## src/rtl/sha3_round_sequencer_pkg.sv

```systemverilog
// Shared types and constants for the SHA-3 round sequencer.
// Holds the FSM state type and round-counter sizing.
package sha3_ctrl_pkg;

    localparam int ROUND_W       = 5;
    localparam int KECCAK_ROUNDS = 24;

    typedef enum logic [2:0] {
        S_IDLE,
        S_ISSUE,
        S_WAIT,
        S_HOLD,
        S_ERR
    } seq_state_t;

endpackage

```

## src/rtl/sha3_round_sequencer_if.sv

```systemverilog
// Handshake bundle between the round sequencer and its environment.
// The slave side is the sequencer; the master side drives requests.
interface sha3_round_sequencer_if
    import sha3_ctrl_pkg::*;
();
    logic               start_valid;
    logic               start_ready;
    logic               chain_sample;
    logic               chain_sel;
    logic [ROUND_W-1:0] round_idx;
    logic               last_round;
    logic               chain_good;
    logic               result_valid;
    logic               result_ready;
    logic               busy;
    logic               err_timeout;

    modport master (
        output start_valid,
        output chain_good,
        output result_ready,
        input  start_ready,
        input  chain_sample,
        input  chain_sel,
        input  round_idx,
        input  last_round,
        input  result_valid,
        input  busy,
        input  err_timeout
    );

    modport slave (
        input  start_valid,
        input  chain_good,
        input  result_ready,
        output start_ready,
        output chain_sample,
        output chain_sel,
        output round_idx,
        output last_round,
        output result_valid,
        output busy,
        output err_timeout
    );

endinterface

```

## src/rtl/sha3_round_sequencer_watchdog.sv

```systemverilog
// 8-bit watchdog counting WAIT cycles since the last chain sample.
// expired flags the cycle in which the count reaches TIMEOUT-1.
module sha3_watchdog #(
    parameter int TIMEOUT = 16
) (
    input  logic clk,
    input  logic rst,
    input  logic clear,
    input  logic enable,
    output logic expired
);
    localparam logic [7:0] LIMIT = 8'(TIMEOUT - 2);

    logic [7:0] cnt_q;
    logic [7:0] cnt_d;

    always_comb begin
        cnt_d = cnt_q;
        if (clear) begin
            cnt_d = '0;
        end else if (enable) begin
            cnt_d = cnt_q + 8'd1;
        end
    end

    always_ff @(posedge clk or negedge rst) begin
        if (!rst) begin
            cnt_q <= '0;
        end else begin
            cnt_q <= cnt_d;
        end
    end

    assign expired = enable && (cnt_q == LIMIT);

endmodule

```

## src/rtl/sha3_round_sequencer.sv

```systemverilog
// Sequencer for one Keccak-f[1600] permutation through the
// theta/rho-pi/chi/iota chain; control only, no lane data.
module sha3_round_sequencer
    import sha3_ctrl_pkg::*;
#(
    parameter int ROUNDS  = KECCAK_ROUNDS,
    parameter int TIMEOUT = 16
) (
    input logic clk,
    input logic rst,
    sha3_round_sequencer_if.slave seq
);
    localparam logic [ROUND_W-1:0] LAST = ROUND_W'(ROUNDS - 1);

    seq_state_t         state_q;
    logic [ROUND_W-1:0] round_q;
    logic               sel_q;
    logic               err_q;
    logic               sample_q;
    logic               rvalid_q;
    logic               ready_q;
    logic               busy_q;
    logic               wd_exp;

    sha3_watchdog #(
        .TIMEOUT(TIMEOUT)
    ) u_wd (
        .clk    (clk),
        .rst    (rst),
        .clear  (state_q == S_ISSUE),
        .enable (state_q == S_WAIT),
        .expired(wd_exp)
    );

    // Outputs are flopped alongside the state so none depend on inputs.
    always_ff @(posedge clk or negedge rst) begin
        if (!rst) begin
            state_q  <= S_IDLE;
            round_q  <= '0;
            sel_q    <= 1'b0;
            err_q    <= 1'b0;
            sample_q <= 1'b0;
            rvalid_q <= 1'b0;
            ready_q  <= 1'b1;
            busy_q   <= 1'b0;
        end else begin
            sample_q <= 1'b0;
            unique case (state_q)
                S_IDLE: begin
                    if (seq.start_valid) begin
                        state_q  <= S_ISSUE;
                        round_q  <= '0;
                        sel_q    <= 1'b0;
                        err_q    <= 1'b0;
                        sample_q <= 1'b1;
                        ready_q  <= 1'b0;
                        busy_q   <= 1'b1;
                    end
                end
                S_ISSUE: begin
                    state_q <= S_WAIT;
                end
                S_WAIT: begin
                    // A good arriving with watchdog expiry takes priority.
                    if (seq.chain_good) begin
                        if (round_q == LAST) begin
                            state_q  <= S_HOLD;
                            rvalid_q <= 1'b1;
                        end else begin
                            state_q  <= S_ISSUE;
                            round_q  <= round_q + 1'b1;
                            sel_q    <= 1'b1;
                            sample_q <= 1'b1;
                        end
                    end else if (wd_exp) begin
                        state_q <= S_ERR;
                        err_q   <= 1'b1;
                    end
                end
                S_HOLD: begin
                    if (seq.result_ready) begin
                        state_q  <= S_IDLE;
                        rvalid_q <= 1'b0;
                        ready_q  <= 1'b1;
                        busy_q   <= 1'b0;
                    end
                end
                S_ERR: begin
                    state_q <= S_IDLE;
                    ready_q <= 1'b1;
                    busy_q  <= 1'b0;
                end
                default: begin
                    state_q <= S_IDLE;
                end
            endcase
        end
    end

    assign seq.start_ready  = ready_q;
    assign seq.chain_sample = sample_q;
    assign seq.chain_sel    = sel_q;
    assign seq.round_idx    = round_q;
    assign seq.last_round   = (round_q == LAST);
    assign seq.result_valid = rvalid_q;
    assign seq.busy         = busy_q;
    assign seq.err_timeout  = err_q;

endmodule

```

## src/flat_wrapper.sv

```systemverilog
// flat-port wrapper written by rule: the top's interface ports become plain ports
module sha3_round_sequencer_flat import sha3_ctrl_pkg::*;
#(
    parameter int ROUNDS  = KECCAK_ROUNDS,
    parameter int TIMEOUT = 16
)
  (clk, rst, seq_start_valid, seq_chain_good, seq_result_ready, seq_start_ready, seq_chain_sample, seq_chain_sel, seq_round_idx, seq_last_round, seq_result_valid, seq_busy, seq_err_timeout);
  sha3_round_sequencer_if seq_i ();
  input logic clk;
  input logic rst;
  input wire logic [$bits(seq_i.start_valid)-1:0] seq_start_valid;
  input wire logic [$bits(seq_i.chain_good)-1:0] seq_chain_good;
  input wire logic [$bits(seq_i.result_ready)-1:0] seq_result_ready;
  output wire logic [$bits(seq_i.start_ready)-1:0] seq_start_ready;
  output wire logic [$bits(seq_i.chain_sample)-1:0] seq_chain_sample;
  output wire logic [$bits(seq_i.chain_sel)-1:0] seq_chain_sel;
  output wire logic [$bits(seq_i.round_idx)-1:0] seq_round_idx;
  output wire logic [$bits(seq_i.last_round)-1:0] seq_last_round;
  output wire logic [$bits(seq_i.result_valid)-1:0] seq_result_valid;
  output wire logic [$bits(seq_i.busy)-1:0] seq_busy;
  output wire logic [$bits(seq_i.err_timeout)-1:0] seq_err_timeout;
  assign seq_i.start_valid = seq_start_valid;
  assign seq_i.chain_good = seq_chain_good;
  assign seq_i.result_ready = seq_result_ready;
  assign seq_start_ready = seq_i.start_ready;
  assign seq_chain_sample = seq_i.chain_sample;
  assign seq_chain_sel = seq_i.chain_sel;
  assign seq_round_idx = seq_i.round_idx;
  assign seq_last_round = seq_i.last_round;
  assign seq_result_valid = seq_i.result_valid;
  assign seq_busy = seq_i.busy;
  assign seq_err_timeout = seq_i.err_timeout;
  sha3_round_sequencer #(.ROUNDS(ROUNDS), .TIMEOUT(TIMEOUT)) u_core (.clk(clk), .rst(rst), .seq(seq_i));
endmodule
```

## config.mk

```make
export PLATFORM = sky130hd
export DESIGN_NAME = sha3_round_sequencer_flat
export DESIGN_NICKNAME = d
export VERILOG_FILES = /design/src/rtl/sha3_round_sequencer_pkg.sv /design/src/rtl/sha3_round_sequencer_if.sv /design/src/rtl/sha3_round_sequencer_watchdog.sv /design/src/rtl/sha3_round_sequencer.sv /design/src/flat_wrapper.sv
export SDC_FILE = /design/constraint.sdc
export NUM_CORES = 1
export LEC_CHECK = 0
export CAP_MARGIN = 20
export CORE_UTILIZATION = 35
export DETAILED_ROUTE_END_ITERATION = 6
export HOLD_SLACK_MARGIN = 0.15
export PLACE_DENSITY = 0.55
export SLEW_MARGIN = 20
export SYNTH_ARGS = -nofsm -noshare
export SYNTH_HDL_FRONTEND = slang
export SYNTH_SLANG_ARGS = --single-unit
```

## constraint.sdc

```tcl
create_clock -name clk -period 3.55 [get_ports clk]
set_input_delay 0.5325 -clock clk [delete_from_list [all_inputs] [get_ports clk]]
set_output_delay 0.5325 -clock clk [all_outputs]
set_load 0.02 [all_outputs]
```

Word-level counts from Yosys, hierarchy flattened
Cells that the tools add are included.
- bits in registers: 22
- add/sub/neg operators: 2
- reduce and logical (&&, ||, !) cells: 11
- muxes and demuxes: 31
- eq/ne operators: 14
- operators by type and width (kind ; number):
    2-to-1 mux 8 bit ; 2
    2-to-1 mux 5 bit ; 3
    2-to-1 mux 1 bit ; 13
    2-to-1 mux 3 bit ; 4
    != test 2 bit (second input constant) ; 6
    case mux 3 bit (4 select lines) ; 1
    AND reduction 4 bit ; 3
    case mux 5 bit (2 select lines) ; 1
    adder 8 x 1 -> 8 bit (second input constant) ; 1
    == test 8 x 4 -> 1 bit (second input constant) ; 1
    case mux 1 bit (2 select lines) ; 4
    == test 3 x 2 -> 1 bit (second input constant) ; 2
    case mux 1 bit (3 select lines) ; 2
    AND reduction 3 bit ; 2
    nonzero test 2 bit ; 3
    adder 5 x 1 -> 5 bit (second input constant) ; 1
    == test 5 bit (second input constant) ; 1
    == test 3 x 1 -> 1 bit (second input constant) ; 1
    == test 3 bit (second input constant) ; 1
    zero test 3 bit ; 1
    != test 3 x 2 -> 1 bit (second input constant) ; 1
    nonzero test 3 bit ; 1
    2-to-1 mux 2 bit ; 1
    != test 2 x 1 -> 1 bit (second input constant) ; 1
    logical AND 1 bit ; 1

Depth between registers and ports, before layout
Gate-level depths: netlist of the first run.
- depth in word-level cells: 5
- depth in mapped cells: 5
- gate-level depth less buffers: 5

By module
Synthesis of the first run repeated with hierarchy kept, for this count alone.
- cells, all modules: 111
- area, all modules: 1164.9 um^2
- by module, submodules not included (module ; times used ; area an instance (um^2) ; cells an instance):
    sha3_round_sequencer ; 1 ; 754.5 ; 70
    sha3_watchdog ; 1 ; 410.4 ; 41

Worst setup path before layout of the first run
OpenSTA, ideal clock, no wires.
- path type: flip-flop to output port
- start point: register u_core.round_q[0], in the netlist u_core.seq.round_idx[0]
- end point: output seq_last_round
- path slack: 1914 ps
- path buffers: 0
- arrival time: 1104 ps
- stages on the path, launching flop included: 4
- cell sequence: dfrtp_1 ha_1 nand4b_1 inv_1
- longest elaborated chain between the ends: 1
- ends and longest elaborated chain (element ; line ; text):
    from (decl) ; sha3_round_sequencer.sv:16 ; logic [ROUND_W-1:0] round_q;
    from (signal assigned) ; sha3_round_sequencer.sv:71 ; round_q <= round_q + 1'b1;
    == test 5 bit ; sha3_round_sequencer.sv:104 ; assign seq.last_round = (round_q == LAST);
    to (decl) ; flat_wrapper.sv:18 ; output wire logic [$bits(seq_i.last_round)-1:0] seq_last_round;
No other way between the ends.

Worst setup path after layout of the first run
Ends and elaborated chain as after synthesis.

==> impl_metrics.tcl, run 1 <==
set metrics [dict create \
    status "completed" \
    vias 973 \
    via_per_inst 5.376 \
    nFillCells 302 \
    synthTopCellsByArea "dfrtp_1, nand3_1, nand2_1" \
    grt_usage_pct 15.53 \
    grt_overflow 0 \
    regArea_sq_um 551.8 \
    cp_data_arrival_time_ps 1950 \
    place_congestion 0.7959 \
    instances_no_fill 181 \
    root_buffer "clkbuf_4" \
    post-cts-setup-buffers 0 \
    finalSetupViolCount 0 \
    synth-seq-cells 22 \
    worst_pin_slew_ps 676.9 \
    die_area_sq_mm 0.003640 \
    synth_cell_types 43 \
    antennaDiodeCount 0 \
    cp_slowest_cell "clkdlybuf4s50_1" \
    rsz0062_at_grt "no" \
    die_w_um 60.34 \
    clock_skew_ps 2.745 \
    syn_to_final_growth_pct 17.33 \
    wl_per_cell_um 13.77 \
    cp_max_fo 5 \
    rows 20 \
    largest_reg_flops 8 \
    top_register "u_core.u_wd.cnt_q" \
    grt_pass1_wl_um 4243 \
    p_total_w 0.0009209 \
    leakage_nw 0.5881 \
    final.min_clock_period_ps 2487 \
    syn_inst 122 \
    sequentialPowerShare_pct 45.1 \
    multi_input_area_sq_um 571.8 \
    slew_viol_final 0 \
    synth.avg_cell_area_sq_um 9.763 \
    p_per_area_mw_per_mm2 658.9 \
    routed_wl_um 2493 \
    setup_tns_ps 0 \
    cp_slowest_stage_delay_ps 620 \
    cts_resized 0 \
    comb_power_share_pct 42.0 \
    yosysTopAreaCell "dfrtp_1" \
    critPathLaunchType "flop" \
    max_freq_mhz 402.1 \
    post-place-cells 177 \
    insertion_delay_ps 300 \
    core-area_sq_mm 0.003128 \
    slew_headroom_pct 54.77 \
    fin_hold_ws_ps 178.0 \
    drt_iter0_drc 56 \
    ant_nets 0 \
    antenna_found_initial 0 \
    ys_seq_area_share_pct 46.32 \
    cp.required_ps 3020 \
    drc 0 \
    grt_pass1_vias 922 \
    ir_worst_vdd_uv 211.8 \
    hold_class "in -> async" \
    yosys.area.top_type_share_pct 44.12 \
    p_sw_w 0.0003749 \
    synth.yosys.warnings 0 \
    swShare_pct 40.71 \
    drive_gt1_share_pct 8.029 \
    ioPinCount 17 \
    clock-sinks 22 \
    numCtsBuffers 3 \
    mappedNetlistArea_sq_mm 0.001191 \
    cts_tree "yes" \
    cts_buffer_depth 2 \
    path_clk_slew_ps 120 \
    power.internal_w 0.0005460 \
    cp-end-kind "primary output" \
    synth_fp_nets 130 \
    finalCritPeriodShare_pct 70.05 \
    cts_hold_buf 0 \
    path_cells "ha_1 > nand4b_1 > inv_1 > clkdlybuf4s50_1" \
    hold_viol 0 \
    layout.nets 146 \
    portBuffers 16 \
    worstSetupPathType "reg -> out" \
    post-dp-hpwl_um 1784 \
    grt_max_degree 23 \
    max-cap-violations 0 \
    initial_core_util_pct 38.08 \
    power_frac_clock_pct 12.9 \
    cts_max_level 1 \
    fp.dieH_um 60.34 \
    firstDrtPassIters 4 \
]
-- metal layers --
layer	track usage [%]	wire [um]	share of wire [%]	vias to the layer above
met5	0	0	0	-
met4	5.980	21	0.84	0
met3	2.132	93	3.7	2
met2	25.43	1221	49	21
met1	20.83	1157	46	468
li1	-	-	-	482
-- worst paths after layout --
path                                    startpoint                      end  cells past startpoint  slack (ps)
max in group asynchronous                      rst   u_core.seq.start_ready                      1        3020
min in group clk           u_core.seq.result_valid  u_core.seq.result_valid                      2         520
max                        u_core.seq.round_idx[0]           seq_last_round                      4        1060
max reg2reg                      u_core.state_q[1]     u_core.u_wd.cnt_q[4]                      3        1590
min                                            rst  u_core.seq.round_idx[2]                      1         180
min reg2reg                u_core.seq.result_valid  u_core.seq.result_valid                      2         520
-- layout by cell type (no fill, tap or decap), types with 3 or more instances in the layout --
cell type / n
or3_1: 4
ha_1: 3
clkdlybuf4s50_1: 15
nand4_1: 3
inv_1: 10
o21ai_0: 7
o211ai_1: 4
nand2_1: 11
mux2i_1: 3
nand3_1: 9
dfrtp_1: 21
clkbuf_4: 3
nor2_1: 3
-- power groups by stage --
stage / logic [W] / clock network, W / registers (W)
after global placement: 0.000385 / 0 / 0.000417
final: 0.000387 / 0.000119 / 0.000415
after global routing: 0.000432 / 0.000134 / 0.000433
after floorplan: 0.000258 / 0 / 0.000421
after CTS: 0.000394 / 0.000125 / 0.000416
after detailed placement: 0.000392 / 0 / 0.000420
-- stage by stage --
| step | setup WS, ps | instance area, sq um | utilization (%) |
|---|---|---|---|
| after CTS | 1052 | 1403 | 44.84 |
| after global placement | 1353 | 1376 | 44.00 |
| after detailed placement | 1332 | 1376 | 44.00 |
| final | 1063 | 1398 | 44.68 |
| after floorplan | 1914 | 1191 | - |
| after global routing | 877.5 | 1398 | 44.68 |
-- cell type report --
cell class	count	area share, %
Multi-Input combinational cell	85	40.91
Sequential cell	22	39.48
Timing Repair Buffer	16	11.10
Tap cell	44	3.939
Inverter	10	2.686
Clock buffer	4	1.880
-- worst max-delay path: cells and delay by family (launching register included) --
family,cells,cell delay (ps)
buf+inv,2,790
flops,1,410
fa+ha+maj,1,220
simple gates,1,220
-- Yosys cell counts --
cell type / number
nor2_1: 3
nor3_1: 1
o21ai_0: 7
dfstp_2: 1
and4bb_2: 1
ha_1: 3
mux2_2: 2
nor4_1: 2
nor3b_1: 2
a221oi_1: 1
o211ai_1: 4
nand2_1: 11
o21ba_2: 1
mux2i_1: 3
o21ai_1: 1
and2_1: 1
or3_1: 4
o31a_1: 1
or2_2: 1
and3_1: 1
nor2b_1: 1
o221ai_1: 1
or4_1: 2
nand2b_1: 2
nand4b_1: 2
nand4bb_1: 1
a21oi_1: 2
or3b_1: 2
o22ai_1: 1
clkbuf_1: 3
inv_1: 10
or4b_2: 1
buf_6: 1
a221o_1: 1
dfrtp_1: 21
nand3b_1: 2
xnor2_1: 1
a211oi_1: 2
nand4_1: 3
buf_4: 1
a21o_1: 1
o31ai_1: 1
nand3_1: 9
-- kinds of logic after synthesis --
kind of cell,share of synthesized area (%)
buffers and inverters,5.673
adder cells (fa/ha/maj),3.152
AO/OA/AOI/OAI,13.66
flip-flops,46.32
XOR/XNOR,0.7354
multiplexers,4.412
AND/OR/NAND/NOR,26.05
Note: power is estimated with default switching activity, not from simulation.
==> run 2: changes to the inputs <==
--- a/config.mk
+++ b/config.mk
@@ -9,7 +9,7 @@
 export CORE_UTILIZATION = 35
 export DETAILED_ROUTE_END_ITERATION = 6
 export HOLD_SLACK_MARGIN = 0.15
-export PLACE_DENSITY = 0.55
+export PLACE_DENSITY = 0.57
 export SLEW_MARGIN = 20
 export SYNTH_ARGS = -nofsm -noshare
 export SYNTH_HDL_FRONTEND = slang
==> constraint.sdc (replaced) <==
create_clock -name clk -period 2.02 [get_ports clk]
set_input_delay 0.303 -clock clk [delete_from_list [all_inputs] [get_ports clk]]
set_output_delay 0.303 -clock clk [all_outputs]
set_load 0.02 [all_outputs]
==> run 2 against run 1 <==
Register-to-register slack worse by 1300 ps. Clock power up 100%. Global-route usage up 0.41 points. Core utilization up 2.2 points. Die area unchanged. Routed wire length down 3.0%. Setup slack worse by 820 ps. Critical path depth down 1. Clock skew up 1.2 ps. Critical endpoint is now u_core.seq.round_idx[0]. Largest power group is now combinational logic. Highest routed layer unchanged.
==> impl_metrics.tcl, run 2 (same netlist as run 1, synthesis figures left out) <==
set metrics [dict create \
    status "completed" \
    cts_buffer_depth 2 \
    path_clk_slew_ps 120 \
    rsz0062_at_grt "no" \
    post-dp-hpwl_um 1785 \
    path_delay_family "simple AND/OR/NAND/NOR gates" \
    finalSetupViolCount 0 \
    largest_reg_flops 8 \
    syn_to_final_growth_pct 23.21 \
    drive_gt1_share_pct 13.79 \
    grt_max_degree 23 \
    hold_class "in -> async" \
    antenna_found_initial 0 \
    top_register "u_core.u_wd.cnt_q" \
    setup_tns_ps 0 \
    hold_viol 0 \
    grt_pass1_wl_um 4264 \
    drt_iter0_drc 47 \
    cts_max_level 1 \
    fp.dieH_um 60.34 \
    r2r-end "u_core.seq.round_idx[0]" \
    wl_per_cell_um 12.80 \
    cp_slowest_stage_delay_ps 710 \
    worstReg2RegStart "u_core.state_q[0]" \
    root_buffer "clkbuf_4" \
    ant_nets 0 \
    die_w_um 60.34 \
    via_per_inst 5.190 \
    cp_max_fo 10 \
    routed_wl_um 2419 \
    finalCritPeriodShare_pct 87.90 \
    path_cells "or4b_2 > o21ai_1 > mux2i_1" \
    cp-end-kind "flop" \
    max_freq_mhz 563.2 \
    rows 20 \
    mostFrequentLayoutCell "dfrtp_1" \
    fin_hold_ws_ps 327.0 \
    initial_core_util_pct 38.08 \
    max-cap-violations 0 \
    slew_headroom_pct 69.81 \
    final_core_util_pct 46.92 \
    cp.required_ps 2200 \
    slew_viol_final 0 \
    critPathLaunchType "flop" \
    grt_usage_pct 15.94 \
    grt_pass1_vias 940 \
    clock-sinks 22 \
    post-cts-setup-buffers 0 \
    final_cell_mix "dfrtp_1, clkdlybuf4s50_1, nand2_1" \
    instances_no_fill 189 \
    final.min_clock_period_ps 1776 \
    cp_data_arrival_time_ps 1950 \
    post-place-cells 185 \
    firstDrtPassIters 4 \
    p_per_area_mw_per_mm2 1170 \
    worstSetupPathType "reg -> reg" \
    layout.nets 154 \
    dpl-instance-area_sq_mm 0.001436 \
    leakage_nw 0.6340 \
    r2r_slack_ps 240 \
    numCtsBuffers 3 \
    fin_area_sq_mm 0.001468 \
    place_congestion 0.7872 \
    cts_tree "yes" \
    critical_path_buf_inv_count 0 \
    insertion_delay_ps 310 \
    drc 0 \
    vias 981 \
    core-area_sq_mm 0.003128 \
    grt_overflow 0 \
    ioPinCount 17 \
    clock_skew_ps 3.913 \
    ir_worst_vdd_uv 417.0 \
    antennaDiodeCount 0 \
    portBuffers 16 \
    worst_pin_slew_ps 449.8 \
    reg2regPathDepth 3 \
    cp_slowest_cell "or4b_2" \
    die_area_sq_mm 0.003640 \
]
==> run 2: cell types whose count changed in the layout (fill, tap and decap cells not counted) <==
cell and change:
clkbuf_1 -1, clkbuf_2 +1, buf_2 -1, buf_4 +8, clkbuf_8 +1
==> run 2: metal layers <==
layer	vias up	global-route usage, %	wire length [um]
met4	0	7.641	15
met2	11	24.49	1125
met5	-	0	0
met1	470	21.85	1223
li1	498	-	-
met3	2	2.772	55
==> run 2: through the flow <==
step           power (W)  worst slack [ps]
2_1_floorplan   0.001195             392.4
3_3_place_gp    0.001469             78.40
3_5_place_dp    0.001486             52.68
4_1_cts         0.001737             125.8
5_1_grt         0.001857             134.5
6_report        0.001717             244.4
==> run 2: worst max-delay path by stage <==
stage	from	endpoint	slack [ps]	cells past startpoint
global placement	seq_start_valid	u_core.seq.round_idx[0]	80	4
floorplan	u_core.state_q[2]	u_core.u_wd.cnt_q[4]	390	4
finish	u_core.state_q[0]	u_core.seq.round_idx[0]	240	3
detailed placement	seq_start_valid	u_core.seq.round_idx[1]	50	4
global route	u_core.seq.round_idx[0]	seq_last_round	130	4
CTS	u_core.seq.round_idx[0]	seq_last_round	130	4
==> run 2: worst reg2reg max path, delay by kind of cell, from the launching register on <==
kind	cells	cell delay (ps)
simple gates	1	710
flops	1	500
mux	1	140
compound gates	1	290
==> run 2: area by class of cell <==
| class | instances | area, sq um |
|---|---|---|
| fill | 293 | 1660 |
| multi-input combinational | 85 | 571.8 |
| sequential | 22 | 551.8 |
| timing repair buffer | 24 | 215.2 |
| tap | 44 | 55.05 |
| inverter | 10 | 37.54 |
| clock buffer | 4 | 36.28 |
==> run 2: where the power goes <==
part	total [W]	internal [W]	leakage, nW	switching, W
Clock	0.000240	0.000110	0.0210	0.000130
Combinational	0.000784	0.000374	0.322	0.000410
Sequential	0.000694	0.000561	0.291	0.000133
==> run 2: what timing repair did <==
item,CTS,global route
setup endpoints to repair,1,1
resized for setup,1,2
hold buffers,0,0
pin swaps,0,0
==> run 3: changes to the inputs <==
--- a/config.mk
+++ b/config.mk
@@ -6,6 +6,7 @@
 export NUM_CORES = 1
 export LEC_CHECK = 0
 export CAP_MARGIN = 20
+export CORE_ASPECT_RATIO = 0.5
 export CORE_UTILIZATION = 35
 export DETAILED_ROUTE_END_ITERATION = 6
 export HOLD_SLACK_MARGIN = 0.15
==> run 3 against run 2 <==
The flow now finishes with violations (DRC). Cell count is 1.6% lower. Power is 5.8% higher. Final area increased by 1.7%. Register-to-register slack gained 20 ps. Fmax decreased by 4.5%. Clock skew is essentially flat. Clock-buffer cell count did not move. Critical path depth up 1. Die area rose by 0.39%. Critical path type is now reg -> out. Largest cell class unchanged. Highest routed layer unchanged.
==> impl_metrics.tcl, run 3 (same netlist as run 1, synthesis figures left out) <==
set metrics [dict create \
    mostFrequentLayoutCell "dfrtp_1" \
    final.min_clock_period_ps 1859 \
    grt_overflow 0 \
    critPathLaunchType "flop" \
    ioPinCount 17 \
    layout.nets 155 \
    numCtsBuffers 3 \
    grt_pass1_wl_um 4319 \
    instances_no_fill 186 \
    multi_input_area_sq_um 571.8 \
    finalSetupViolCount 0 \
    ant_nets 0 \
    cp_data_arrival_time_ps 1560 \
    cp_max_fo 4 \
    cp-end-kind "primary output" \
    worstSetupPathType "reg -> out" \
    die_w_um 84.50 \
    cp_slowest_cell "dfrtp_1" \
    portBuffers 16 \
    cts_max_level 1 \
    cts_buffer_depth 2 \
    via_per_inst 5.306 \
    path_clk_slew_ps 90 \
    worstReg2RegStart "u_core.state_q[0]" \
    largest_reg_flops 8 \
    antennaDiodeCount 0 \
    final_cell_mix "dfrtp_1, clkdlybuf4s50_1, nand2_1" \
    slew_headroom_pct 69.45 \
    nFillCells 300 \
    grt_max_degree 23 \
    critPathLaunch "u_core.seq.round_idx[1]" \
    firstDrtPassIters 6 \
    initial_core_util_pct 38.20 \
    grt_pass1_vias 949 \
    max-cap-violations 0 \
    fin_hold_ws_ps 378.8 \
    hold_class "in -> async" \
    hold_viol 0 \
    rows 14 \
    max_freq_mhz 538.0 \
    clock-sinks 22 \
    syn_to_final_growth_pct 25.32 \
    insertion_delay_ps 270 \
    reg2regPathDepth 3 \
    core-area_sq_mm 0.003118 \
    top_register "u_core.u_wd.cnt_q" \
    drc 5 \
    grt_usage_pct 15.37 \
    routed_wl_um 2483 \
    wl_per_cell_um 13.35 \
    die_area_sq_mm 0.003655 \
    antenna_found_initial 0 \
    cp_slowest_stage_delay_ps 410 \
    post-cts-setup-buffers 0 \
    fp.dieH_um 43.25 \
    crit_end "seq_last_round" \
    r2r_slack_ps 260 \
    path_cells "ha_1 > nand4b_1 > inv_1 > dlygate4sd2_1" \
    drt_iter0_drc 35 \
    worst_pin_slew_ps 455.2 \
    root_buffer "clkbuf_8" \
    slew_viol_final 0 \
    post-dp-hpwl_um 1837 \
    setup_tns_ps 0 \
    vias 987 \
    cp.required_ps 1720 \
    post-place-cells 182 \
    cts_hold_buf 0 \
    clock_skew_ps 3.709 \
    p_per_area_mw_per_mm2 1218 \
    status "complete, but fails checks" \
    failed_checks "DRC" \
    drive_gt1_share_pct 13.70 \
    rsz0062_at_grt "no" \
    finalCritPeriodShare_pct 92.02 \
    regArea_sq_um 551.8 \
    cts_tree "yes" \
    ir_worst_vdd_uv 278.0 \
    leakage_nw 0.6504 \
    place_congestion 0.7579 \
    r2r-end "u_core.seq.round_idx[1]" \
]
[run 3: final cells by class]
cell class | count | share of cell area, %
Tap cell | 40 | 3.353
Timing Repair Buffer | 25 | 15.17
Sequential cell | 22 | 36.97
Inverter | 10 | 2.515
Multi-Input combinational cell | 85 | 38.31
Clock buffer | 4 | 3.688
[run 3: timing repair]
item                                   4_1_cts  5_1_grt
endpoints found under the hold margin        0        0
setup endpoints to repair                    1        0
gates resized for setup                      1        0
[run 3: power by group]
part	switching (W)	leakage [nW]	total (W)	internal (W)
Combinational	0.000405	0.330	0.000788	0.000383
Sequential	0.000139	0.291	0.000700	0.000561
Clock	0.000156	0.0288	0.000330	0.000174
Total	0.000699	0.650	0.00182	0.00112
[run 3: how the worst min path moves through the flow]
stage                                    endpoint  slack (ps)  depth (start not counted)
after floorplan                   u_core.seq.busy           7                          0
after global placement    u_core.seq.result_valid         490                          2
after detailed placement  u_core.seq.result_valid         490                          2
after CTS                    u_core.u_wd.cnt_q[3]         390                          2
after global routing         u_core.u_wd.cnt_q[6]         420                          2
final                        u_core.u_wd.cnt_q[3]         380                          2
[run 3: per-stage QoR]
| stage | worst slack (ps) | total power [W] | util (%) | cell area (sq um) |
|---|---|---|---|---|
| 2_1_floorplan | 392.4 | 0.001195 | - | 1191 |
| 4_1_cts | 174.4 | 0.001833 | 47.87 | 1493 |
| 6_report | 161.2 | 0.001818 | 47.87 | 1493 |
| 3_3_place_gp | 112.9 | 0.001486 | 46.15 | 1439 |
| 3_5_place_dp | 33.11 | 0.001498 | 46.15 | 1439 |
| 5_1_grt | 85.28 | 0.001950 | 47.87 | 1493 |
[run 3: layer usage]
| metal | routed length [um] | GRT usage, % |
|---|---|---|
| met1 | 1294 | 21.03 |
| met2 | 1117 | 24.72 |
| met3 | 55 | 4.086 |
| met4 | 16 | 3.051 |
| met5 | 0 | 0 |
[run 3: critical path: cells and delay by family, from the launching register on]
family	cells	cell delay (ps)
buf+inv	2	500
flops	1	410
fa+ha+maj	1	230
simple gates	1	160
